==> src/rtl/adder_pkg.sv <==
// Shared definitions for the digit-serial adder: FSM state encoding,
// constant helper functions and the parameter legality check.
package adder_pkg;

    // Sequencing states of the serial adder.
    typedef enum logic [1:0] {
        IDLE = 2'd0,
        RUN  = 2'd1,
        DONE = 2'd2
    } state_t;

    // Ceiling log2, usable at elaboration time.
    function automatic int clog2(input int n);
        int r;
        r = 0;
        for (int v = 1; v < n; v = v * 2) begin
            r++;
        end
        return r;
    endfunction

    // Digit counter width, never narrower than one bit.
    function automatic int counter_width(input int ndig);
        int w;
        w = clog2(ndig);
        return (w < 1) ? 1 : w;
    endfunction

    // Legal when the operand splits evenly into whole digits.
    function automatic bit config_ok(input int width, input int digit);
        return (digit >= 1) && (width >= 2) && ((width % digit) == 0);
    endfunction

endpackage

==> src/rtl/digit_add.sv <==
// DIGIT-bit ripple-carry adder built from a chain of full-adder stages.
// Purely combinational; the serial adder reuses it once per digit cycle.
module digit_add
    import adder_pkg::*;
#(
    parameter int DIGIT = 4
) (
    input  logic [DIGIT-1:0] x,
    input  logic [DIGIT-1:0] y,
    input  logic             cin,
    output logic [DIGIT-1:0] s,
    output logic             cout
);

    logic [DIGIT:0] c;

    assign c[0] = cin;

    // One full-adder cell per bit, the carry rippling from bit 0 upward.
    for (genvar i = 0; i < DIGIT; i++) begin : g_fa
        assign s[i]   = x[i] ^ y[i] ^ c[i];
        assign c[i+1] = (x[i] & y[i]) | (c[i] & (x[i] ^ y[i]));
    end

    assign cout = c[DIGIT];

endmodule

==> src/rtl/digit_serial_adder.sv <==
// Digit-serial adder/subtractor: processes DIGIT bits per clock, LSB digit
// first, with ready/valid handshakes on the operand and result sides.
module digit_serial_adder
    import adder_pkg::*;
#(
    parameter int WIDTH = 16,
    parameter int DIGIT = 4
) (
    input  logic             clk,
    input  logic             rst_n,
    input  logic             in_valid,
    output logic             in_ready,
    input  logic [WIDTH-1:0] a,
    input  logic [WIDTH-1:0] b,
    input  logic             cin,
    input  logic             sub,
    output logic             out_valid,
    input  logic             out_ready,
    output logic [WIDTH-1:0] sum,
    output logic             cout,
    output logic             ovf
);

    localparam int NDIG = WIDTH / DIGIT;
    localparam int CW   = counter_width(NDIG);

    // Refuse to elaborate when the operand cannot be cut into whole digits.
    if (!config_ok(WIDTH, DIGIT)) begin : g_bad_config
        $error("digit_serial_adder: WIDTH must be >= 2 and a multiple of DIGIT");
    end

    state_t            state;
    state_t            state_next;
    logic [WIDTH-1:0]  a_reg;
    logic [WIDTH-1:0]  b_reg;
    logic              carry_reg;
    logic [CW-1:0]     cnt;
    logic [WIDTH-1:0]  sum_reg;
    logic              cout_reg;
    logic              ovf_reg;
    logic [DIGIT-1:0]  a_dig;
    logic [DIGIT-1:0]  b_dig;
    logic [DIGIT-1:0]  dig_sum;
    logic              dig_cout;
    logic [WIDTH-1:0]  sum_shift;
    logic              accept;
    logic              last_digit;

    assign accept = in_valid && in_ready;

    // State register; an asynchronous reset abandons any operation in flight.
    always_ff @(posedge clk or negedge rst_n) begin
        if (!rst_n) begin
            state <= IDLE;
        end else begin
            state <= state_next;
        end
    end

    // Next-state decode and handshake outputs, derived from the current state only.
    always_comb begin
        state_next = state;
        in_ready   = 1'b0;
        out_valid  = 1'b0;
        case (state)
            IDLE: begin
                in_ready = 1'b1;
                if (in_valid) begin
                    state_next = RUN;
                end
            end
            RUN: begin
                if (last_digit) begin
                    state_next = DONE;
                end
            end
            DONE: begin
                out_valid = 1'b1;
                if (out_ready) begin
                    state_next = IDLE;
                end
            end
            default: begin
                state_next = IDLE;
            end
        endcase
    end

    // Pick the operand digit addressed by the counter; every digit index is a constant mux leg.
    always_comb begin
        a_dig = '0;
        b_dig = '0;
        for (int i = 0; i < NDIG; i++) begin
            if (cnt == CW'(i)) begin
                a_dig = a_reg[i*DIGIT +: DIGIT];
                b_dig = b_reg[i*DIGIT +: DIGIT];
            end
        end
        last_digit = (cnt == CW'(NDIG - 1));
    end

    digit_add #(
        .DIGIT (DIGIT)
    ) u_digit_add (
        .x    (a_dig),
        .y    (b_dig),
        .cin  (carry_reg),
        .s    (dig_sum),
        .cout (dig_cout)
    );

    // New digits enter the result from the top so the LSB digit ends up at bit 0.
    if (NDIG == 1) begin : g_single_digit
        assign sum_shift = dig_sum;
    end else begin : g_multi_digit
        assign sum_shift = {dig_sum, sum_reg[WIDTH-1:DIGIT]};
    end

    // Operand capture at the accept edge; B is stored inverted for subtraction so RUN only ever adds.
    always_ff @(posedge clk or negedge rst_n) begin
        if (!rst_n) begin
            a_reg <= '0;
            b_reg <= '0;
        end else if (accept) begin
            a_reg <= a;
            b_reg <= sub ? ~b : b;
        end
    end

    // Carry and digit counter: seeded at accept (carry 1 supplies the +1 of A+~B+1), advanced each RUN cycle.
    always_ff @(posedge clk or negedge rst_n) begin
        if (!rst_n) begin
            carry_reg <= 1'b0;
            cnt       <= '0;
        end else if (accept) begin
            carry_reg <= sub ? 1'b1 : cin;
            cnt       <= '0;
        end else if (state == RUN) begin
            carry_reg <= dig_cout;
            cnt       <= cnt + CW'(1);
        end
    end

    // Result registers change only in RUN, so the last result stays visible through DONE and IDLE.
    always_ff @(posedge clk or negedge rst_n) begin
        if (!rst_n) begin
            sum_reg  <= '0;
            cout_reg <= 1'b0;
            ovf_reg  <= 1'b0;
        end else if (state == RUN) begin
            sum_reg <= sum_shift;
            if (last_digit) begin
                cout_reg <= dig_cout;
                ovf_reg  <= (a_reg[WIDTH-1] == b_reg[WIDTH-1]) &&
                            (dig_sum[DIGIT-1] != a_reg[WIDTH-1]);
            end
        end
    end

    assign sum  = sum_reg;
    assign cout = cout_reg;
    assign ovf  = ovf_reg;

endmodule

==> config.mk <==
export PLATFORM = sky130hd
export DESIGN_NAME = digit_serial_adder
export DESIGN_NICKNAME = d
export VERILOG_FILES = /design/src/rtl/adder_pkg.sv /design/src/rtl/digit_add.sv /design/src/rtl/digit_serial_adder.sv
export SDC_FILE = /design/constraint.sdc
export NUM_CORES = 1
export LEC_CHECK = 0
export ABC_CLOCK_PERIOD_IN_PS = 3310
export BUFFER_PORTS_ARGS = -buffer_cell sky130_fd_sc_hd__clkbuf_2
export CORE_MARGIN = 3
export CORE_UTILIZATION = 51
export CTS_BUF_LIST = sky130_fd_sc_hd__clkbuf_2
export CTS_CLUSTER_DIAMETER = 200
export DETAILED_ROUTE_END_ITERATION = 6
export GPL_ROUTABILITY_DRIVEN = 0
export PLACE_DENSITY = 0.9
export SYNTH_ARGS = -nofsm -noshare
export SYNTH_HDL_FRONTEND = slang
export SYNTH_HIERARCHICAL = 1
export SYNTH_SLANG_ARGS = --single-unit
==> constraint.sdc <==
create_clock -name clk -period 3.31 [get_ports clk]
set_input_delay 0.4965 -clock clk [delete_from_list [all_inputs] [get_ports clk]]
set_output_delay 0.4965 -clock clk [all_outputs]
set_load 0.05 [all_outputs]
Word-level counts from Yosys, hierarchy flattened
Index checks and enable logic that the tools add are counted.
Widths: inputs -> output; s select.
{"block": "totals", "register_bits": 55, "out_inout_bits": 20, "elab_cells": 67}
{"block": "classes", "add_sub_neg": 1, "eq_ne": 10, "muxes": 20, "bitwise_logic": 21, "n_reduce_logical": 7}
{"cell": "$mux 4", "count": 8}
{"cell": "$mux 16", "count": 1}
{"cell": "$not 16->16", "count": 1}
{"cell": "$mux 2", "count": 5}
{"cell": "$and 1x1->1", "count": 8}
{"cell": "$xor 1x1->1", "count": 8}
{"cell": "$eq 2x2->1 const B", "count": 3}
{"cell": "$ne 2x2->1 const B", "count": 3}
{"cell": "$pmux 2 s3", "count": 1}
{"cell": "$mux 1", "count": 5}
{"cell": "$eq 2x1->1 const B", "count": 2}
{"cell": "$logic_not 2->1", "count": 2}
{"cell": "$or 1x1->1", "count": 4}
{"cell": "$reduce_and 3->1", "count": 1}
{"cell": "$add 2x1->2 const B", "count": 1}
{"cell": "$logic_and 1x1->1", "count": 2}
{"cell": "$reduce_and 2->1", "count": 1}
{"cell": "$reduce_bool 2->1", "count": 1}
{"cell": "$eq 1x1->1", "count": 1}
{"cell": "$ne 1x1->1", "count": 1}

Logic depth before layout (Yosys ltp)
Gate-level depths: netlist (run 1).
{"block": "logic_depth", "depth_word": 16, "depth_mapped": 17, "mapped_depth_nobuf": 16}

Modules after synthesis
The synthesis (run 1) kept the hierarchy.
{"mod": "digit_serial_adder", "n_inst": 1, "cells_per_inst": 279, "area_each_um2": 2635.0, "seq_area_each_um2": 1376.3}
{"mod": "digit_add", "n_inst": 1, "cells_per_inst": 14, "area_each_um2": 117.6, "seq_area_each_um2": 0.0}

Worst setup path before layout (run 1)
No wires, ideal clock.
{"block": "synth_timing", "kind": "register to register", "start": "register cnt[0]", "end": "register ovf_reg (netlist: ovf)", "arrival_ps": 3420, "required_ps": 3243, "setup_slack_ps": -177, "stages_incl_launch_ff": 17, "synth_period_minus_slack_ps": 3487, "path_cell_list": "dfrtp_1 > inv_1 > ha_1 > clkbuf_1 > a221oi_1 > o31ai_1 > fa_1 > inv_1 > fa_1 > inv_1 > fa_1 > inv_1 > fa_1 > inv_1 > or3b_2 > o21ai_0 > mux2_2"}
{"block": "synth_between", "elab_chain_cells": 15}
{"item": "start, declared", "line_no": "digit_serial_adder.sv:37", "text": "logic [CW-1:0] cnt;"}
{"item": "start signal, assigned", "line_no": "digit_serial_adder.sv:140", "text": "cnt <= cnt + CW'(1);"}
{"item": "$logic_not 2->1", "line_no": "digit_serial_adder.sv:94", "text": "if (cnt == CW'(i)) begin"}
{"item": "$mux 4 (3 in a row)", "line_no": "digit_serial_adder.sv:94"}
{"item": "$mux 4 *", "line_no": "digit_serial_adder.sv:94"}
{"item": "via b_dig[0]", "line_no": "digit_serial_adder.sv:42", "text": "logic [DIGIT-1:0] b_dig;"}
{"item": "$xor 1x1->1", "line_no": "digit_add.sv:22", "text": "assign c[i+1] = (x[i] & y[i]) | (c[i] & (x[i] ^ y[i]));"}
{"item": "$and 1x1->1", "line_no": "digit_add.sv:22"}
{"item": "$or 1x1->1 *", "line_no": "digit_add.sv:22"}
{"item": "$and 1x1->1 *", "line_no": "digit_add.sv:22"}
{"item": "$or 1x1->1 *", "line_no": "digit_add.sv:22"}
{"item": "$and 1x1->1 *", "line_no": "digit_add.sv:22"}
{"item": "$or 1x1->1 *", "line_no": "digit_add.sv:22"}
{"item": "$xor 1x1->1 *", "line_no": "digit_add.sv:21", "text": "assign s[i] = x[i] ^ y[i] ^ c[i];"}
{"item": "via dig_sum[3]", "line_no": "digit_serial_adder.sv:43", "text": "logic [DIGIT-1:0] dig_sum;"}
{"item": "$ne 1x1->1 *", "line_no": "digit_serial_adder.sv:155", "text": "(dig_sum[DIGIT-1] != a_reg[WIDTH-1]);"}
{"item": "$logic_and 1x1->1 *", "line_no": "digit_serial_adder.sv:154", "text": "ovf_reg <= (a_reg[WIDTH-1] == b_reg[WIDTH-1]) &&"}
{"item": "end signal, assigned", "line_no": "digit_serial_adder.sv:154"}
{"item": "end, declared", "line_no": "digit_serial_adder.sv:40", "text": "logic ovf_reg;"}
Mark *: on every way through the listed nets, which the timed path passes. The rest lies on a longest branch.
A chain may end at the register's enable or synchronous reset.

Final worst setup path (run 1)
Same ends and word-level chain as after synthesis.

==> flow_metrics.env, run 1 <==
export IMPL_gr_usage_met3=0.0508
export IMPL_groute_layer_met2_usage=0.325
export IMPL_p_leak_nw=1.68
export IMPL_syn_mean_instance_area_um2=9.39
export IMPL_cap_violations=0
export IMPL_core_region_area_mm2=0.00517
export IMPL_async_flop_share=1.00
export IMPL_detailed_place_hpwl_um=4160
export IMPL_drive_gt1_frac=0.338
export IMPL_crit_path_start_kind="register"
export IMPL_yosysMostFrequentCell="sky130_fd_sc_hd__nand2_1"
export IMPL_fillerInstances=444
export IMPL_critical_path_endpoint_type="register"
export IMPL_detailroute_via_count=2099
export IMPL_layout_setup_ws_ns=-0.0188
export IMPL_path_max_fanout=4
export IMPL_worst_endpoint_arrival_ns=3.74
export IMPL_grt_antenna_before_repair=0
export IMPL_wire_per_inst_um=13.4
export IMPL_h_tree_depth=2
export IMPL_path_clk_slew_ns=0.26
export IMPL_clock_root_buffer="sky130_fd_sc_hd__clkbuf_2"
export IMPL_ys_seq_elements=55
export IMPL_initial_utilization=0.532
export IMPL_regToRegStartpoint="cnt[0]"
export IMPL_hold_path_class="input pin to asynchronous set/reset pin"
export IMPL_drtAntennaViolNets=0
export IMPL_final_hold_viol_count=0
export IMPL_max_freq_mhz=300
export IMPL_synthCells=293
export IMPL_ff2ff_path_depth=16
export IMPL_drt_pre_antenna_iters=4
export IMPL_muxShareOfSynthArea=0.00818
export IMPL_chipWidth_um=79.5
export IMPL_proportion_of_synthesized_chip_area_in_sequential_cells=0.500
export IMPL_relSlewSlack=0.237
export IMPL_io_buffer_count=57
export IMPL_wl_um=5710
export IMPL_tightestPinTransition_ns=1.15
export IMPL_detailedPlace_worstSlack_ns=-0.140
export IMPL_post_synth_top_area_cell="sky130_fd_sc_hd__dfrtp_1"
export IMPL_number_of_enable_type_register_cells_in_the_synthesized_netlist=0
export IMPL_timing_final_crit_period_ns=3.33
export IMPL_cts_inserted_buffers=5
export IMPL_power_per_standard_cell_area_mw_per_mm2=1130
export IMPL_synth_cell_types=30
export IMPL_post_synth_and_or_nand_nor_area_fraction=0.215
export IMPL_insertedDiodeCount=0
export IMPL_top_usage_layer="met2"
export IMPL_vias_per_cell=4.94
export IMPL_syn_cell_area_mm2=0.00275
export IMPL_drt_drc_violations_left=0
export IMPL_ir_worst_vdd_v=0.000497
export IMPL_clockBufferDepth=2
export IMPL_failing_checks="setup timing"
export IMPL_largest_net_degree_at_the_start_of_global_routing=51
export IMPL_drv_slew=0
export IMPL_final_setup_fails=1
export IMPL_synth_top_cell_area_share=0.500
export IMPL_drt_iter0_markers=91
export IMPL_setup_worst_path_start="cnt[0]"
export IMPL_tritoncts="done"
export IMPL_syn_to_final_growth_pct=17.9
export IMPL_post_dp_cell_area_mm2=0.00313
export IMPL_grt_setup_unrepaired="yes"
export IMPL_yosysWarningCount=6
export IMPL_yosys_area_share_adder=0.0473
export IMPL_synth_net_count=339
export IMPL_die_area_mm2=0.00631
export IMPL_finalInstanceArea_mm2=0.00325
export IMPL_met1_usage=0.246
export IMPL_grt_first_pass_wirelength_um=9650
export IMPL_synthTopCellsByArea="sky130_fd_sc_hd__dfrtp_1, sky130_fd_sc_hd__nand2_1, sky130_fd_sc_hd__o21ai_2, sky130_fd_sc_hd__xnor2_1, sky130_fd_sc_hd__fa_1"
export IMPL_clkSinkCount=55
export IMPL_worst_clock_skew_ns=0.0138
export IMPL_grt_overflow=0
export IMPL_groute_usage_overall=0.198
export IMPL_status="finished with violations"
export IMPL_timing_worst_setup_path_type="register to register"
export IMPL_io_pin_count=58
export IMPL_synth_xor_area_frac=0.0509
export IMPL_row_count=26
export IMPL_most_frequent_cells_after_synthesis="sky130_fd_sc_hd__nand2_1, sky130_fd_sc_hd__dfrtp_1, sky130_fd_sc_hd__o21ai_2, sky130_fd_sc_hd__xnor2_1, sky130_fd_sc_hd__inv_1"
export IMPL_crit_required_ns=3.72
export IMPL_die_height_um=79.5
export IMPL_layout_worst_path_cycle_share=1.01
export IMPL_largest_family_of_logic_cells_by_synthesized_area="simple AND/OR/NAND/NOR gates"
export IMPL_complex_gate_fraction_of_the_synthesized_area=0.115
export IMPL_clk_insertion_delay_late_ns=0.44
export IMPL_cts_hold_buffers_added=0
export IMPL_layout_nets=400
export IMPL_postSynth_topFlopCell="sky130_fd_sc_hd__dfrtp_1"
export IMPL_first_global_vias=2038
[critical path, stage by stage, from the launching register on]
cell	delay [ns]
sky130_fd_sc_hd__dfrtp_2	0.47
sky130_fd_sc_hd__inv_2	0.07
sky130_fd_sc_hd__ha_4	0.16
sky130_fd_sc_hd__nor2b_4	0.14
sky130_fd_sc_hd__a221oi_2	0.26
sky130_fd_sc_hd__o31ai_2	0.10
sky130_fd_sc_hd__fa_2	0.36
sky130_fd_sc_hd__inv_2	0.06
sky130_fd_sc_hd__fa_2	0.20
sky130_fd_sc_hd__inv_2	0.04
sky130_fd_sc_hd__fa_2	0.33
sky130_fd_sc_hd__inv_2	0.06
sky130_fd_sc_hd__fa_1	0.39
sky130_fd_sc_hd__inv_1	0.07
sky130_fd_sc_hd__or3b_4	0.37
sky130_fd_sc_hd__o21ai_2	0.06
sky130_fd_sc_hd__mux2_4	0.15
[final timing paths]
path | endpoint | slack, ns
setup reg to reg | ovf | -0.02
min in group clk | a_reg[14] | 0.20
hold reg to reg | sum[1] | 0.51
setup / recovery | ovf | -0.02
max in group asynchronous | sum[8] | 2.38
hold / removal | sum[14] | 0.18
[cells in the final DEF (no fill, tap or decap), types with 2 or more instances in the layout]
cell type,netlist,layout
sky130_fd_sc_hd__nand2_1,122,122
sky130_fd_sc_hd__ha_4,0,2
sky130_fd_sc_hd__o21ai_2,16,17
sky130_fd_sc_hd__a221oi_1,7,5
sky130_fd_sc_hd__o21ai_0,6,5
sky130_fd_sc_hd__clkbuf_2,0,62
sky130_fd_sc_hd__inv_1,14,9
sky130_fd_sc_hd__buf_4,2,14
sky130_fd_sc_hd__fa_2,0,3
sky130_fd_sc_hd__a221oi_2,0,2
sky130_fd_sc_hd__nand3_2,2,2
sky130_fd_sc_hd__o31ai_2,0,2
sky130_fd_sc_hd__dfrtp_1,55,54
sky130_fd_sc_hd__xnor2_1,16,16
sky130_fd_sc_hd__nor2b_1,7,7
sky130_fd_sc_hd__ha_2,0,2
sky130_fd_sc_hd__a21oi_1,2,2
sky130_fd_sc_hd__o31ai_1,8,6
sky130_fd_sc_hd__inv_2,0,5
[per-layer routing]
metal,share of wire,vias up
met5,0,-
met4,0.029,0
met3,0.056,17
met2,0.49,64
met1,0.42,966
li1,-,1052
[layout make-up]
class / count / area [µm²] / share of cell area
Sequential cell: 55 / 1380 / 0.424
Timing Repair Buffer: 71 / 390 / 0.120
Clock buffer: 5 / 25.0 / 0.00771
Clock inverter: 3 / 38.8 / 0.0120
Tap cell: 70 / 87.6 / 0.0270
Multi-Input combinational cell: 207 / 1270 / 0.392
Inverter: 14 / 52.6 / 0.0162
[what timing repair did]
item / 4_1_cts / 5_1_grt
buffers inserted: 4 / 0
gates resized for setup: 8 / 1
pin swaps: 7 / 6
endpoints found under the setup margin: 1 / 1
gates cloned: 0 / 0
[cells by family after synthesis]
group	Yosys count
AOI/OAI and AO/OA	41
adders and majority gates	8
muxes	2
and+or+nand+nor	140
xor gates and xnor gates	16
DFF	55
buffers and inverters	31
[through the flow]
stage	util	hold WS (ns)	std cells	setup TNS, ns	power [mW]
floorplan	-	0.201	293	0	2.75
finish	0.627	0.181	425	-0.0188	3.67
global placement	0.605	0.457	413	-0.0362	3.13
global route	0.627	0.159	425	-0.131	4.01
CTS	0.627	0.194	425	-0.0572	3.66
detailed placement	0.605	0.463	413	-0.140	3.25
[report_power, final]
part / total, mW / internal [mW] / switching (mW)
combinational: 2.12 / 0.801 / 1.32
clock: 0.329 / 0.124 / 0.205
sequential: 1.23 / 0.989 / 0.237
(Power assumes the default switching activity.)
==> run 2, diff against run 1 <==
Settings changed: CORE_UTILIZATION 51 to 49, CTS_BUF_LIST sky130_fd_sc_hd__clkbuf_2 to not set, PLACE_DENSITY 0.9 to 0.88.
==> flow_metrics.env, run 2 (synthesized netlist as in run 1, its figures left out) <==
export IMPL_critical_path_top_delay_family="adder cells"
export IMPL_path_clk_slew_ns=0.09
export IMPL_insertedDiodeCount=0
export IMPL_path_buf_inv=6
export IMPL_power_per_standard_cell_area_mw_per_mm2=1130
export IMPL_detailedPlace_worstSlack_ns=-0.151
export IMPL_ff2ff_path_depth=16
export IMPL_p_leak_nw=1.69
export IMPL_cap_violations=0
export IMPL_drive_gt1_frac=0.332
export IMPL_ff_latch_area_mm2=0.00138
export IMPL_path_max_fanout=4
export IMPL_worst_clock_skew_ns=0.00280
export IMPL_regToRegStartpoint="cnt[0]"
export IMPL_placed_cells_incl_taps=413
export IMPL_critical_path_cell_chain="buf_6 > ha_4 > buf_6 > a221oi_4 > o31ai_2 > fa_2 > inv_2 > fa_2 > inv_2 > fa_2 > inv_2 > fa_1 > inv_1 > or3b_4 > o21ai_1 > mux2_4"
export IMPL_cts_inserted_buffers=5
export IMPL_tightestPinTransition_ns=1.14
export IMPL_cp_slowest_cell="sky130_fd_sc_hd__dfrtp_2"
export IMPL_failing_checks="setup timing"
export IMPL_cts_hold_buffers_added=0
export IMPL_reg2reg_slack_ns=-0.04
export IMPL_groute_usage_overall=0.191
export IMPL_drt_iter0_markers=102
export IMPL_relSlewSlack=0.241
export IMPL_layout_nets=400
export IMPL_io_buffer_count=57
export IMPL_timing_final_crit_period_ns=3.35
export IMPL_final_hold_worst_slack_ns=0.273
export IMPL_timing_worst_setup_path_type="register to register"
export IMPL_largest_net_degree_at_the_start_of_global_routing=51
export IMPL_vias_per_cell=4.95
export IMPL_drv_slew=0
export IMPL_rr_endpoint="ovf"
export IMPL_grt_first_pass_wirelength_um=9550
export IMPL_power_mw=3.72
export IMPL_detailed_place_hpwl_um=4190
export IMPL_die_area_mm2=0.00655
export IMPL_critical_path_endpoint_type="register"
export IMPL_post_dp_cell_area_mm2=0.00313
export IMPL_crit_path_start_kind="register"
export IMPL_grt_antenna_before_repair=0
export IMPL_mostFrequentLayoutCell="sky130_fd_sc_hd__nand2_1"
export IMPL_mostFrequentLayoutCells="sky130_fd_sc_hd__nand2_1, sky130_fd_sc_hd__clkbuf_2, sky130_fd_sc_hd__dfrtp_1"
export IMPL_max_freq_mhz=298
export IMPL_layout_worst_path_cycle_share=1.01
export IMPL_wire_per_inst_um=13.3
export IMPL_worst_endpoint_arrival_ns=3.61
export IMPL_h_tree_depth=2
export IMPL_io_pin_count=58
export IMPL_die_height_um=81.0
export IMPL_row_count=26
export IMPL_layoutNonFillerInstCount=425
export IMPL_chipWidth_um=81.0
export IMPL_final_hold_viol_count=0
export IMPL_clock_root_buffer="sky130_fd_sc_hd__clkbuf_8"
export IMPL_core_region_area_mm2=0.00527
export IMPL_ir_worst_vdd_v=0.000540
export IMPL_first_global_vias=2081
export IMPL_grt_setup_unrepaired="yes"
export IMPL_timing_critical_path_slowest_cell_delay_ns=0.44
export IMPL_syn_to_final_growth_pct=19.3
export IMPL_final_setup_fails=1
export IMPL_clk_insertion_delay_late_ns=0.31
export IMPL_drt_drc_violations_left=0
export IMPL_crit_required_ns=3.57
export IMPL_fillerInstances=463
export IMPL_detailroute_via_count=2104
export IMPL_grt_overflow=0
export IMPL_initial_utilization=0.522
export IMPL_wl_um=5660
export IMPL_tritoncts="done"
export IMPL_finalInstanceArea_mm2=0.00328
export IMPL_hold_path_class="input pin to asynchronous set/reset pin"
export IMPL_drtAntennaViolNets=0
export IMPL_layout_setup_ws_ns=-0.0414
export IMPL_area_used_by_multi_input_combinational_logic_mm2=0.00127
export IMPL_status="finished with violations"
export IMPL_drt_pre_antenna_iters=4
export IMPL_clockBufferDepth=2
export IMPL_clkSinkCount=55
run 2: cell types whose count changed in the layout (fill, tap and decap cells not counted), moves of 2 or more:
cell / delta
sky130_fd_sc_hd__buf_6: +2
sky130_fd_sc_hd__clkbuf_8: +7
sky130_fd_sc_hd__buf_4: -2
sky130_fd_sc_hd__clkbuf_2: -5
run 2: timing repair:
item                                    4_1_cts  5_1_grt
endpoints found under the setup margin        1        1
pin swaps                                     9        7
gates resized for setup                       7        2
buffers inserted                              4        0
run 2: how the worst max path moves through the flow:
| stage | endpoint | depth (start not counted) | startpoint | slack, ns |
|---|---|---|---|---|
| 2_1_floorplan | ovf | 16 | cnt[0] | 0.001 |
| 3_3_place_gp | ovf | 16 | cnt[0] | 0.001 |
| 3_5_place_dp | ovf | 16 | cnt[0] | -0.15 |
| 4_1_cts | ovf | 16 | cnt[0] | -0.11 |
| 5_1_grt | ovf | 16 | cnt[0] | -0.14 |
| 6_report | ovf | 16 | cnt[0] | -0.04 |
run 2: area by class of cell:
type,instances,share of cell area
flip-flops and latches,55,0.419
multi-input cells,207,0.386
repair buffers,71,0.121
clock buffers,8,0.0305
well taps,70,0.0267
inverters,14,0.0160
run 2: worst register-to-register path, stage by stage (launching register included):
cell,delay [ns]
sky130_fd_sc_hd__dfrtp_2,0.44
sky130_fd_sc_hd__buf_6,0.13
sky130_fd_sc_hd__ha_4,0.17
sky130_fd_sc_hd__buf_6,0.12
sky130_fd_sc_hd__a221oi_4,0.26
sky130_fd_sc_hd__o31ai_2,0.10
sky130_fd_sc_hd__fa_2,0.35
sky130_fd_sc_hd__inv_2,0.06
sky130_fd_sc_hd__fa_2,0.18
sky130_fd_sc_hd__inv_2,0.04
sky130_fd_sc_hd__fa_2,0.33
sky130_fd_sc_hd__inv_2,0.07
sky130_fd_sc_hd__fa_1,0.41
sky130_fd_sc_hd__inv_1,0.08
sky130_fd_sc_hd__or3b_4,0.36
sky130_fd_sc_hd__o21ai_1,0.08
sky130_fd_sc_hd__mux2_4,0.15
run 2: where the power goes:
part	internal (mW)	leakage [nW]	switching, mW
logic	0.794	0.952	1.30
registers	0.993	0.686	0.237
clock network	0.191	0.0515	0.207
run 2: metrics by stage:
| stage | util | setup TNS [ns] |
|---|---|---|
| floorplan | - | 0 |
| finish | 0.623 | -0.0414 |
| global route | 0.623 | -0.139 |
| CTS | 0.621 | -0.114 |
| detailed placement | 0.594 | -0.151 |
| global placement | 0.594 | 0 |
run 2: routing by layer:
layer  vias to the layer above  GRT usage  wire, µm
met4                         0     0.0878       160
met2                        62      0.300      2720
met5                         -          0         0
met3                        15     0.0477       308
met1                       971      0.249      2480
li1                       1056          -         -
